## config.mk

```make
export PLATFORM = sky130hd
export DESIGN_NAME = load_store_unit_flat
export DESIGN_NICKNAME = d
export VERILOG_FILES = /design/src/rtl/load_store_unit_pkg.sv /design/src/rtl/load_store_unit_if.sv /design/src/rtl/load_store_unit_align.sv /design/src/rtl/load_store_unit.sv /design/src/flat_wrapper.sv
export SDC_FILE = /design/constraint.sdc
export NUM_CORES = 1
export LEC_CHECK = 0
export CAP_MARGIN = 0
export CORE_MARGIN = 2
export CORE_UTILIZATION = 38
export DETAILED_ROUTE_END_ITERATION = 6
export GPL_TIMING_DRIVEN = 0
export PLACE_DENSITY = 0.77
export REMOVE_ABC_BUFFERS = 1
export SKIP_LAST_GASP = 1
export SYNTH_ARGS = -nofsm -noshare
export SYNTH_HDL_FRONTEND = slang
export SYNTH_SLANG_ARGS = --single-unit
```

## constraint.sdc

```tcl
create_clock -name clk -period 1.8 [get_ports clk]
set_input_delay 0.36 -clock clk [delete_from_list [all_inputs] [get_ports clk]]
set_output_delay 0.36 -clock clk [all_outputs]
set_load 0.05 [all_outputs]
```

## src/rtl/load_store_unit_pkg.sv

```systemverilog
// Shared types, funct3 encodings and lane helpers for the load/store unit.
// LSU_MISALIGN_SPLIT_EN adds the second-request states used for split accesses.
package lsu_pkg;

  localparam int unsigned DATA_W = 32;
  localparam int unsigned BE_W   = DATA_W / 8;

  localparam logic [2:0] LSU_B  = 3'b000;
  localparam logic [2:0] LSU_H  = 3'b001;
  localparam logic [2:0] LSU_W  = 3'b010;
  localparam logic [2:0] LSU_BU = 3'b100;
  localparam logic [2:0] LSU_HU = 3'b101;

  localparam logic [BE_W-1:0] LANE_MASK_B = 4'b0001;
  localparam logic [BE_W-1:0] LANE_MASK_H = 4'b0011;
  localparam logic [BE_W-1:0] LANE_MASK_W = 4'b1111;

`ifdef LSU_MISALIGN_SPLIT_EN
  typedef enum logic [2:0] {
    LSU_IDLE  = 3'd0,
    LSU_REQ0  = 3'd1,
    LSU_WAIT0 = 3'd2,
    LSU_REQ1  = 3'd3,
    LSU_WAIT1 = 3'd4,
    LSU_DONE  = 3'd5
  } lsu_state_t;
`else
  typedef enum logic [2:0] {
    LSU_IDLE  = 3'd0,
    LSU_REQ0  = 3'd1,
    LSU_WAIT0 = 3'd2,
    LSU_DONE  = 3'd5
  } lsu_state_t;
`endif

  function automatic logic [BE_W-1:0] lane_mask(input logic [2:0] f3);
    case (f3[1:0])
      2'b00:   return LANE_MASK_B;
      2'b01:   return LANE_MASK_H;
      default: return LANE_MASK_W;
    endcase
  endfunction

  // Unsigned variants exist only for loads.
  function automatic logic f3_legal(input logic [2:0] f3, input logic we);
    case (f3)
      LSU_B, LSU_H, LSU_W: return 1'b1;
      LSU_BU, LSU_HU:      return ~we;
      default:             return 1'b0;
    endcase
  endfunction

  function automatic logic misaligned(input logic [2:0] f3, input logic [1:0] off);
    case (f3[1:0])
      2'b01:   return (off == 2'd3);
      2'b10:   return (off != 2'd0);
      default: return 1'b0;
    endcase
  endfunction

endpackage

```

## src/rtl/load_store_unit_if.sv

```systemverilog
// Data-memory word port between the load/store unit (master) and data memory (slave).
interface load_store_unit_if #(
  parameter int unsigned ADDR_W = 32
);
  logic              dmem_req;
  logic              dmem_we;
  logic [ADDR_W-1:0] dmem_addr;
  logic [3:0]        dmem_be;
  logic [31:0]       dmem_wdata;
  logic              dmem_gnt;
  logic              dmem_rvalid;
  logic [31:0]       dmem_rdata;

  modport master (
    output dmem_req, dmem_we, dmem_addr, dmem_be, dmem_wdata,
    input  dmem_gnt, dmem_rvalid, dmem_rdata
  );

  modport slave (
    input  dmem_req, dmem_we, dmem_addr, dmem_be, dmem_wdata,
    output dmem_gnt, dmem_rvalid, dmem_rdata
  );
endinterface

```

## src/rtl/load_store_unit_align.sv

```systemverilog
// Combinational lane logic: byte enables, shifted store data, and load extract/merge/extend.
module lsu_align
  import lsu_pkg::*;
(
  input  logic [2:0]        funct3_i,
  input  logic [1:0]        off_i,
  input  logic              hi_sel_i,
  input  logic [DATA_W-1:0] store_data_i,
  input  logic [DATA_W-1:0] rdata0_i,
  input  logic [DATA_W-1:0] rdata1_i,
  output logic [BE_W-1:0]   be_o,
  output logic [DATA_W-1:0] wdata_o,
  output logic [DATA_W-1:0] ld_data_o
);

  logic [4:0]          shamt;
  logic [2*BE_W-1:0]   be_wide;
  logic [2*DATA_W-1:0] wdata_wide;
  logic [DATA_W-1:0]   ld_raw;

  // Double-width shifts: the upper half is the spill into the next word.
  always_comb begin
    shamt      = {off_i, 3'b000};
    be_wide    = {{BE_W{1'b0}}, lane_mask(funct3_i)} << off_i;
    wdata_wide = {{DATA_W{1'b0}}, store_data_i} << shamt;
    be_o       = hi_sel_i ? be_wide[2*BE_W-1:BE_W] : be_wide[BE_W-1:0];
    wdata_o    = hi_sel_i ? wdata_wide[2*DATA_W-1:DATA_W] : wdata_wide[DATA_W-1:0];
    ld_raw     = DATA_W'({rdata1_i, rdata0_i} >> shamt);

    ld_data_o = ld_raw;
    case (funct3_i)
      LSU_B:   ld_data_o = {{24{ld_raw[7]}}, ld_raw[7:0]};
      LSU_H:   ld_data_o = {{16{ld_raw[15]}}, ld_raw[15:0]};
      LSU_BU:  ld_data_o = {24'd0, ld_raw[7:0]};
      LSU_HU:  ld_data_o = {16'd0, ld_raw[15:0]};
      default: ld_data_o = ld_raw;
    endcase
  end

endmodule

```

## src/rtl/load_store_unit.sv

```systemverilog
// Memory-stage load/store unit: captures a pipeline op, drives the data-memory word port, stalls until done.
// LSU_MISALIGN_SPLIT_EN: misaligned H/W accesses become two word requests instead of an access fault.
module load_store_unit
  import lsu_pkg::*;
#(
  parameter int unsigned ADDR_W = 32
) (
  input  logic              clk,
  input  logic              n_rst,
  input  logic              mem_read,
  input  logic              mem_write,
  input  logic [2:0]        funct3,
  input  logic [ADDR_W-1:0] addr,
  input  logic [DATA_W-1:0] store_data,
  output logic [DATA_W-1:0] ld_data,
  output logic              ld_valid,
  output logic              stall,
  output logic              access_fault,
  load_store_unit_if.master dmem
);

  lsu_state_t        state_q, state_d, after_first;
  logic              we_q, fault_q, fault_d;
  logic [2:0]        f3_q;
  logic [ADDR_W-1:0] addr_q, word_addr, req_addr;
  logic [DATA_W-1:0] sdata_q, rdata0_q, rdata1_q;
  logic              cap_en, rd0_en, rd1_en;
  logic              in_req, in_done, hi_sel;
  logic [BE_W-1:0]   align_be;
  logic [DATA_W-1:0] align_wdata, align_ld;

  assign word_addr = {addr_q[ADDR_W-1:2], 2'b00};

`ifdef LSU_MISALIGN_SPLIT_EN
  logic split_q, split_d;

  assign fault_d     = ~f3_legal(funct3, mem_write);
  assign split_d     = ~fault_d & misaligned(funct3, addr[1:0]);
  assign after_first = split_q ? LSU_REQ1 : LSU_DONE;
  assign hi_sel      = (state_q == LSU_REQ1);
  assign in_req      = (state_q == LSU_REQ0) | (state_q == LSU_REQ1);
  assign req_addr    = hi_sel ? word_addr + ADDR_W'(4) : word_addr;
`else
  assign fault_d     = ~f3_legal(funct3, mem_write) | misaligned(funct3, addr[1:0]);
  assign after_first = LSU_DONE;
  assign hi_sel      = 1'b0;
  assign in_req      = (state_q == LSU_REQ0);
  assign req_addr    = word_addr;
  assign rd1_en      = 1'b0;
  assign rdata1_q    = '0;
`endif

  // Next-state and handshake control.
  always_comb begin
    state_d = state_q;
    cap_en  = 1'b0;
    rd0_en  = 1'b0;
`ifdef LSU_MISALIGN_SPLIT_EN
    rd1_en  = 1'b0;
`endif
    stall   = 1'b0;
    case (state_q)
      LSU_IDLE: begin
        if (mem_read | mem_write) begin
          stall   = 1'b1;
          cap_en  = 1'b1;
          state_d = fault_d ? LSU_DONE : LSU_REQ0;
        end
      end
      LSU_REQ0: begin
        stall = 1'b1;
        if (dmem.dmem_gnt) state_d = we_q ? after_first : LSU_WAIT0;
      end
      LSU_WAIT0: begin
        stall = 1'b1;
        if (dmem.dmem_rvalid) begin
          rd0_en  = 1'b1;
          state_d = after_first;
        end
      end
`ifdef LSU_MISALIGN_SPLIT_EN
      LSU_REQ1: begin
        stall = 1'b1;
        if (dmem.dmem_gnt) state_d = we_q ? LSU_DONE : LSU_WAIT1;
      end
      LSU_WAIT1: begin
        stall = 1'b1;
        if (dmem.dmem_rvalid) begin
          rd1_en  = 1'b1;
          state_d = LSU_DONE;
        end
      end
`endif
      LSU_DONE: state_d = LSU_IDLE;
      default:  state_d = LSU_IDLE;
    endcase
  end

  always_ff @(posedge clk or negedge n_rst) begin
    if (!n_rst) begin
      state_q  <= LSU_IDLE;
      we_q     <= 1'b0;
      fault_q  <= 1'b0;
      f3_q     <= '0;
      addr_q   <= '0;
      sdata_q  <= '0;
      rdata0_q <= '0;
`ifdef LSU_MISALIGN_SPLIT_EN
      split_q  <= 1'b0;
      rdata1_q <= '0;
`endif
    end else begin
      state_q <= state_d;
      if (cap_en) begin
        we_q    <= mem_write;
        fault_q <= fault_d;
        f3_q    <= funct3;
        addr_q  <= addr;
        sdata_q <= store_data;
`ifdef LSU_MISALIGN_SPLIT_EN
        split_q <= split_d;
`endif
      end
      if (rd0_en) rdata0_q <= dmem.dmem_rdata;
`ifdef LSU_MISALIGN_SPLIT_EN
      if (rd1_en) rdata1_q <= dmem.dmem_rdata;
`endif
    end
  end

  lsu_align u_align (
    .funct3_i     (f3_q),
    .off_i        (addr_q[1:0]),
    .hi_sel_i     (hi_sel),
    .store_data_i (sdata_q),
    .rdata0_i     (rdata0_q),
    .rdata1_i     (rdata1_q),
    .be_o         (align_be),
    .wdata_o      (align_wdata),
    .ld_data_o    (align_ld)
  );

  // Bus fields read as zero whenever no request is outstanding.
  assign dmem.dmem_req   = in_req;
  assign dmem.dmem_we    = in_req & we_q;
  assign dmem.dmem_addr  = in_req ? req_addr : '0;
  assign dmem.dmem_be    = in_req ? align_be : '0;
  assign dmem.dmem_wdata = (in_req & we_q) ? align_wdata : '0;

  assign in_done      = (state_q == LSU_DONE);
  assign ld_valid     = in_done & ~we_q & ~fault_q;
  assign access_fault = in_done & fault_q;
  assign ld_data      = ld_valid ? align_ld : '0;

endmodule
```

## src/flat_wrapper.sv

```systemverilog
// flat-port wrapper written by rule: the top's interface ports become plain ports
module load_store_unit_flat import lsu_pkg::*;
#(
  parameter int unsigned ADDR_W = 32
)
  (clk, n_rst, mem_read, mem_write, funct3, addr, store_data, ld_data, ld_valid, stall, access_fault, dmem_dmem_req, dmem_dmem_we, dmem_dmem_addr, dmem_dmem_be, dmem_dmem_wdata, dmem_dmem_gnt, dmem_dmem_rvalid, dmem_dmem_rdata);
  load_store_unit_if #(.ADDR_W(ADDR_W)) dmem_i ();
  input  logic clk;
  input  logic n_rst;
  input  logic mem_read;
  input  logic mem_write;
  input  logic [2:0] funct3;
  input  logic [ADDR_W-1:0] addr;
  input  logic [DATA_W-1:0] store_data;
  output logic [DATA_W-1:0] ld_data;
  output logic ld_valid;
  output logic stall;
  output logic access_fault;
  output wire logic [$bits(dmem_i.dmem_req)-1:0] dmem_dmem_req;
  output wire logic [$bits(dmem_i.dmem_we)-1:0] dmem_dmem_we;
  output wire logic [$bits(dmem_i.dmem_addr)-1:0] dmem_dmem_addr;
  output wire logic [$bits(dmem_i.dmem_be)-1:0] dmem_dmem_be;
  output wire logic [$bits(dmem_i.dmem_wdata)-1:0] dmem_dmem_wdata;
  input wire logic [$bits(dmem_i.dmem_gnt)-1:0] dmem_dmem_gnt;
  input wire logic [$bits(dmem_i.dmem_rvalid)-1:0] dmem_dmem_rvalid;
  input wire logic [$bits(dmem_i.dmem_rdata)-1:0] dmem_dmem_rdata;
  assign dmem_dmem_req = dmem_i.dmem_req;
  assign dmem_dmem_we = dmem_i.dmem_we;
  assign dmem_dmem_addr = dmem_i.dmem_addr;
  assign dmem_dmem_be = dmem_i.dmem_be;
  assign dmem_dmem_wdata = dmem_i.dmem_wdata;
  assign dmem_i.dmem_gnt = dmem_dmem_gnt;
  assign dmem_i.dmem_rvalid = dmem_dmem_rvalid;
  assign dmem_i.dmem_rdata = dmem_dmem_rdata;
  load_store_unit #(.ADDR_W(ADDR_W)) u_core (.clk(clk), .n_rst(n_rst), .mem_read(mem_read), .mem_write(mem_write), .funct3(funct3), .addr(addr), .store_data(store_data), .ld_data(ld_data), .ld_valid(ld_valid), .stall(stall), .access_fault(access_fault), .dmem(dmem_i));
endmodule
```

### After elaboration in Yosys (flattened, before gate mapping)

Cells that the tools add are included.

* add/sub/neg operators: 0
* $mul: 0
* divide/modulo/power cells: 0
* $lt $le $gt $ge: 0
* equal/unequal tests: 17
* shifts and indexed selects: 3
* multiplexer cells: 19
* bitwise gates (word level): 10
* reduce and logical (&&, ||, !) cells: 9

Operators by type and width (count)
* 32-bit one-hot mux with 4 select lines: 1
* 32-bit 2-to-1 mux: 3
* 32-bit by 5-bit << shifter with 32-bit output: 1
* 32-bit by 5-bit >> shifter with 32-bit output: 1
* 3-bit equality test, second input constant: 5
* 3-bit 2-to-1 mux: 5
* 3-bit by 1-bit equality test with 1-bit output, second input constant: 3
* 3-bit zero test: 3
* 3-bit one-hot mux with 3 select lines: 1
* 4-bit one-hot mux with 2 select lines: 1
* 3-bit by 2-bit equality test with 1-bit output, second input constant: 2
* 1-bit one-hot mux with 2 select lines: 3
* 1-bit AND: 4
* 2-bit by 1-bit equality test with 1-bit output, second input constant: 2
* 2-bit equality test, second input constant: 2
* 1-bit 2-to-1 mux: 4
* 4-bit 2-to-1 mux: 1
* 2-bit inequality test, second input constant: 2
* 1-bit NOT: 4
* 2-bit OR reduction: 2
* 4-bit by 2-bit << shifter with 4-bit output: 1
* 3-bit AND reduction: 1
* 3-bit OR reduction: 1
* 2-bit zero test: 1
* other kinds (3): 4

* register bits after elaboration: 104
* latch bits: 0
* memory bits (writable): 0
* ROM bits: 0
* bits of input ports: 105
* output and inout port bits: 105
* word-level logic and storage cells: 65
* memories: 0

### Depth between registers and ports, before layout

Gate-level depths: netlist (run 1).

* depth after elaboration: 8
* gate-level depth with buffers: 6
* gate-level depth less buffers: 5

### Hierarchy

From an unflattened synthesis (run 1), not the netlist that was laid out.

* cells, all modules: 570
* area, all modules: 6747.7 um^2

Modules (own cells, without submodules)
* load_store_unit: instances 1, cells each 367, area each 4867.2 um^2, seq. area each 2602.5 um^2
* lsu_align: instances 1, cells each 203, area each 1880.6 um^2, seq. area each 0.0 um^2

### Worst setup path after synthesis (run 1)

OpenSTA, ideal clock, no wires.

* kind: register to output
* start point: reg u_core.state_q[2]
* end point: out dmem_dmem_wdata[30]
* arrival time: 2536 ps
* data required time: 1440 ps
* setup slack: -1096 ps
* stages on the path, launching flop included: 7
* buffers on the path: 2
* cells stage by stage: dfrtp_1 > or3b_1 > buf_2 > inv_1 > nand2_1 > clkbuf_1 > a211oi_1

* longest elaborated chain between the ends: 3

Ends and longest elaborated chain
* start, declared: line load_store_unit.sv:22 `lsu_state_t state_q, state_d, after_first;`
* start signal, assigned: line load_store_unit.sv:113 `state_q <= state_d;`
* 3-bit by 1-bit equality test with 1-bit output: line load_store_unit.sv:47 `assign in_req = (state_q == LSU_REQ0);`
* 1-bit AND: line load_store_unit.sv:148 `assign dmem.dmem_wdata = (in_req & we_q) ? align_wdata : '0;`
* 32-bit 2-to-1 mux: line load_store_unit.sv:148
* end, declared: line flat_wrapper.sv:23 `output wire logic [$bits(dmem_i.dmem_wdata)-1:0] dmem_dmem_wdata;`

Every way passes these cells.

### Final worst setup path (run 1)

* start point: reg u_core.addr_q[1]
* end point: out ld_data[31]

* longest elaborated chain between the ends: 3

Ends and longest elaborated chain
* start, declared: line load_store_unit.sv:25 `logic [ADDR_W-1:0] addr_q, word_addr, req_addr;`
* start signal, assigned: line load_store_unit.sv:118 `addr_q <= addr;`
* 32-bit by 5-bit >> shifter with 32-bit output: line load_store_unit_align.sv:28 `ld_raw = DATA_W'({rdata1_i, rdata0_i} >> shamt);`
* 32-bit one-hot mux with 4 select lines: line load_store_unit_align.sv:31 `case (funct3_i)`
* 32-bit 2-to-1 mux: line load_store_unit.sv:153 `assign ld_data = ld_valid ? align_ld : '0;`
* end, declared: line flat_wrapper.sv:15 `output logic [DATA_W-1:0] ld_data;`

Every way passes these cells.

==> flow_metrics.tcl, run 1 <==
set metrics [dict create \
    status "finished with violations" \
    violations "setup timing" \
    synth-edff-count 0 \
    num_antenna_cells 0 \
    place_ws_ns -2.27 \
    dp_cells 849 \
    synth-seq-cells 104 \
    ant_nets 0 \
    yosys.area.top_type_share 0.456 \
    dieWidth_um 126 \
    cp.arrival_ns 2.26 \
    fillers 861 \
    multi_input_area_um2 3970 \
    clock_power_share 0.099 \
    drive_gt1_frac 0.605 \
    p_seq_frac 0.210 \
    critPathSlowestCell "dfrtp_4" \
    ir_worst_vdd_mv 1.39 \
    hold_buffers 0 \
    gr-usage-all-layers 0.255 \
    worstPathCellList "buf_4, nor4b_4, and3_4, o2bb2ai_1, buf_4" \
    slew_headroom 0.466 \
    cp_common_cell "buf_4" \
    syn_area_um2 5700 \
    tritoncts "yes" \
    fmax_ghz 0.382 \
    r2r-end "u_core.state_q[2]" \
    skew_ns 0.0136 \
    seq_area_um2 2620 \
    synth_most_common_cell "mux2_2" \
    slowest_delay_ns 0.54 \
    max_slew.worst_pin.slew_ns 0.801 \
    synth.avg_cell_area_um2 11.5 \
    yosysSeqAreaShare 0.456 \
    antenna_found_initial 0 \
    synth_flop_cell "dfrtp_1" \
    rsz0062_at_grt "yes" \
    cts_buffer_depth 2 \
    via_count 5503 \
    routed_wl_um 23200 \
    viasPerCell 5.75 \
    layout_min_cycle_time_ns 2.62 \
    timing.final.crit_share 1.46 \
    hold_path.class "input pin to async pin" \
    grt_pass1_vias 5825 \
    globalplace.congestion 0.842 \
    stdcell_count 957 \
    switching_share 0.454 \
    core_um2 14600 \
    async_flop_share 1.00 \
    design.die.area_um2 16000 \
    htreeDepth 3 \
    drv_cap 0 \
    syn_to_final_growth_pct 84.8 \
    synth_commonest_cells "mux2_2, dfrtp_1, and2_1" \
    power.density_nw_per_um2 2120 \
    synth_top_area_cell "dfrtp_1" \
    cp-end-kind "output port" \
    cts_buffers 9 \
    synth_cells 496 \
    synth.distinct_cells 47 \
    grt_max_degree 58 \
    overflow 0 \
    r2r_start "u_core.state_q[1]" \
    layout_setup_ws_ns -0.821 \
    drc 0 \
    start_util 0.391 \
    wl_per_cell_um 24.2 \
    setup_viol 104 \
    cp.required_ns 1.44 \
    clock_latency_ns 0.35 \
    slew_violations 0 \
    cts_root_buf "clkbuf_16" \
    intPower_uw 12200 \
    firstDrtPassIters 5 \
    regToRegSetupSlack_ns -0.08 \
    power_leakage_uw 0.00440 \
    pwr-share-comb 0.692 \
    tns_ns -66.01 \
    critPathMaxFanout 8 \
    ios 210 \
    drtIter0Drc 278 \
    grt_pass1_wl_um 31900 \
    dp_hpwl_um 11600 \
    hold_viol 0 \
    fin_nets 876 \
    rows 44 \
    crit_path_start "u_core.addr_q[1]" \
    clk_pin_slew_ns 0.08 \
    crit_type "flop to output port" \
    cts_sinks 104 \
    ff2ff_path_depth 9 \
    switching_power_uw 10200 \
    portBuffers 207 \
    die_y_um 126 \
    ys_warn_count 0 \
    worstSetupEndpoint "ld_data[31]" \
    synthTopCellsByArea "dfrtp_1, mux2_2, mux2i_1, and2_1, a211oi_1" \
    cp-start-kind "flop" \
]
## how the worst min path moves through the flow
stage                        from                 end  cells past startpoint
4_1_cts                     n_rst   u_core.addr_q[22]                      1
5_1_grt                     n_rst   u_core.addr_q[22]                      1
2_1_floorplan               n_rst    u_core.addr_q[0]                      0
3_5_place_dp                n_rst   u_core.addr_q[22]                      1
6_report                    n_rst   u_core.addr_q[22]                      1
3_3_place_gp   u_core.rdata0_q[4]  u_core.rdata0_q[4]                      1
## kinds of logic after synthesis
family	after synthesis	synth area share
other cells	1	0.000658
simple gates	108	0.108
flops	104	0.456
fa+ha+maj	3	0.00658
compound gates	84	0.108
buf+inv	55	0.0456
mux	140	0.272
xor+xnor	1	0.00154
## registers in the layout (all words and copies together) (netlist names)
| signal | flops |
|---|---|
| u_core.addr_q | 32 |
| u_core.rdata0_q | 32 |
| u_core.sdata_q | 32 |
| u_core.f3_q | 3 |
| u_core.state_q | 3 |
| u_core.fault_q | 1 |
| u_core.we_q | 1 |
## power groups by stage
| stage | logic (uW) | clock network (uW) | registers (uW) |
|---|---|---|---|
| floorplan | 6370 | 0 | 4410 |
| global placement | 8570 | 0 | 4750 |
| detailed placement | 9100 | 0 | 4630 |
| CTS | 12300 | 2210 | 4460 |
| global route | 16100 | 2330 | 4810 |
| finish | 15500 | 2210 | 4690 |
## repair_timing
action,4_1_cts,5_1_grt
setup buffers,49,27
gates cloned,14,5
pin swaps,43,47
endpoints found under the setup margin,195,184
hold endpoints to repair,0,0
gates resized for setup,814,253
## routing by layer
metal	wire length (um)	track usage	up-vias
met5	0	0	-
met4	709	0.0892	0
met3	1950	0.0835	64
met2	11800	0.450	286
met1	8740	0.289	2786
li1	-	-	2367
## layout by cell type, fill, tap and decap left out, types with 5 or more instances in the layout
cell             Yosys  routed
buf_12               0      14
nor2b_1             10       8
a21oi_4              0       7
o2bb2ai_2            0       6
mux2_2             110      73
mux2_4               0      37
and2_4               0      34
o21ai_0              7       5
and2_1              33       7
clkbuf_16            0      11
clkinvlp_4           0       5
nor2_4               0      13
buf_6                2      98
a2bb2oi_1            8       5
buf_8                0      31
dfrtp_1            104      98
mux2i_1             28      23
a211oi_1            27       7
a211oi_4             0      10
nor2_2               0      11
nor3b_4              0       5
a211oi_2             0      10
inv_1                9       6
clkdlybuf4s50_1      0     101
buf_4                4      39
## layout make-up
type | instances | share of cell area
clock buffers | 10 | 0.0227
clock inverters | 6 | 0.00855
inverters | 9 | 0.00392
multi-input cells | 350 | 0.376
flip-flops and latches | 104 | 0.248
well taps | 184 | 0.0218
repair buffers | 292 | 0.317
repair inverters | 2 | 0.00142
## critical path: cells and delay by family, from the launching register on
family,cells,cell delay [ns]
and+or+nand+nor,2,0.81
DFF,1,0.54
AOI/OAI and AO/OA,1,0.15
buffers and inverters,2,0.39
## metrics by stage
step	utilization	cell area (um2)	hold WS, ns	total power (uW)
2_1_floorplan	-	5480	0.0644	10800
3_3_place_gp	0.533	7780	0.478	13300
3_5_place_dp	0.542	7910	0.477	13700
4_1_cts	0.639	9320	0.105	19000
5_1_grt	0.722	10500	0.146	23200
6_report	0.722	10500	0.0809	22400
Power figures use the tool's default switching activity.
==> run 2, diff against run 1 <==
Settings changed: GPL_ROUTABILITY_DRIVEN set to 0.
==> results of run 2 <==
The final DEF is identical to that of run 1; final timing and power are the same.
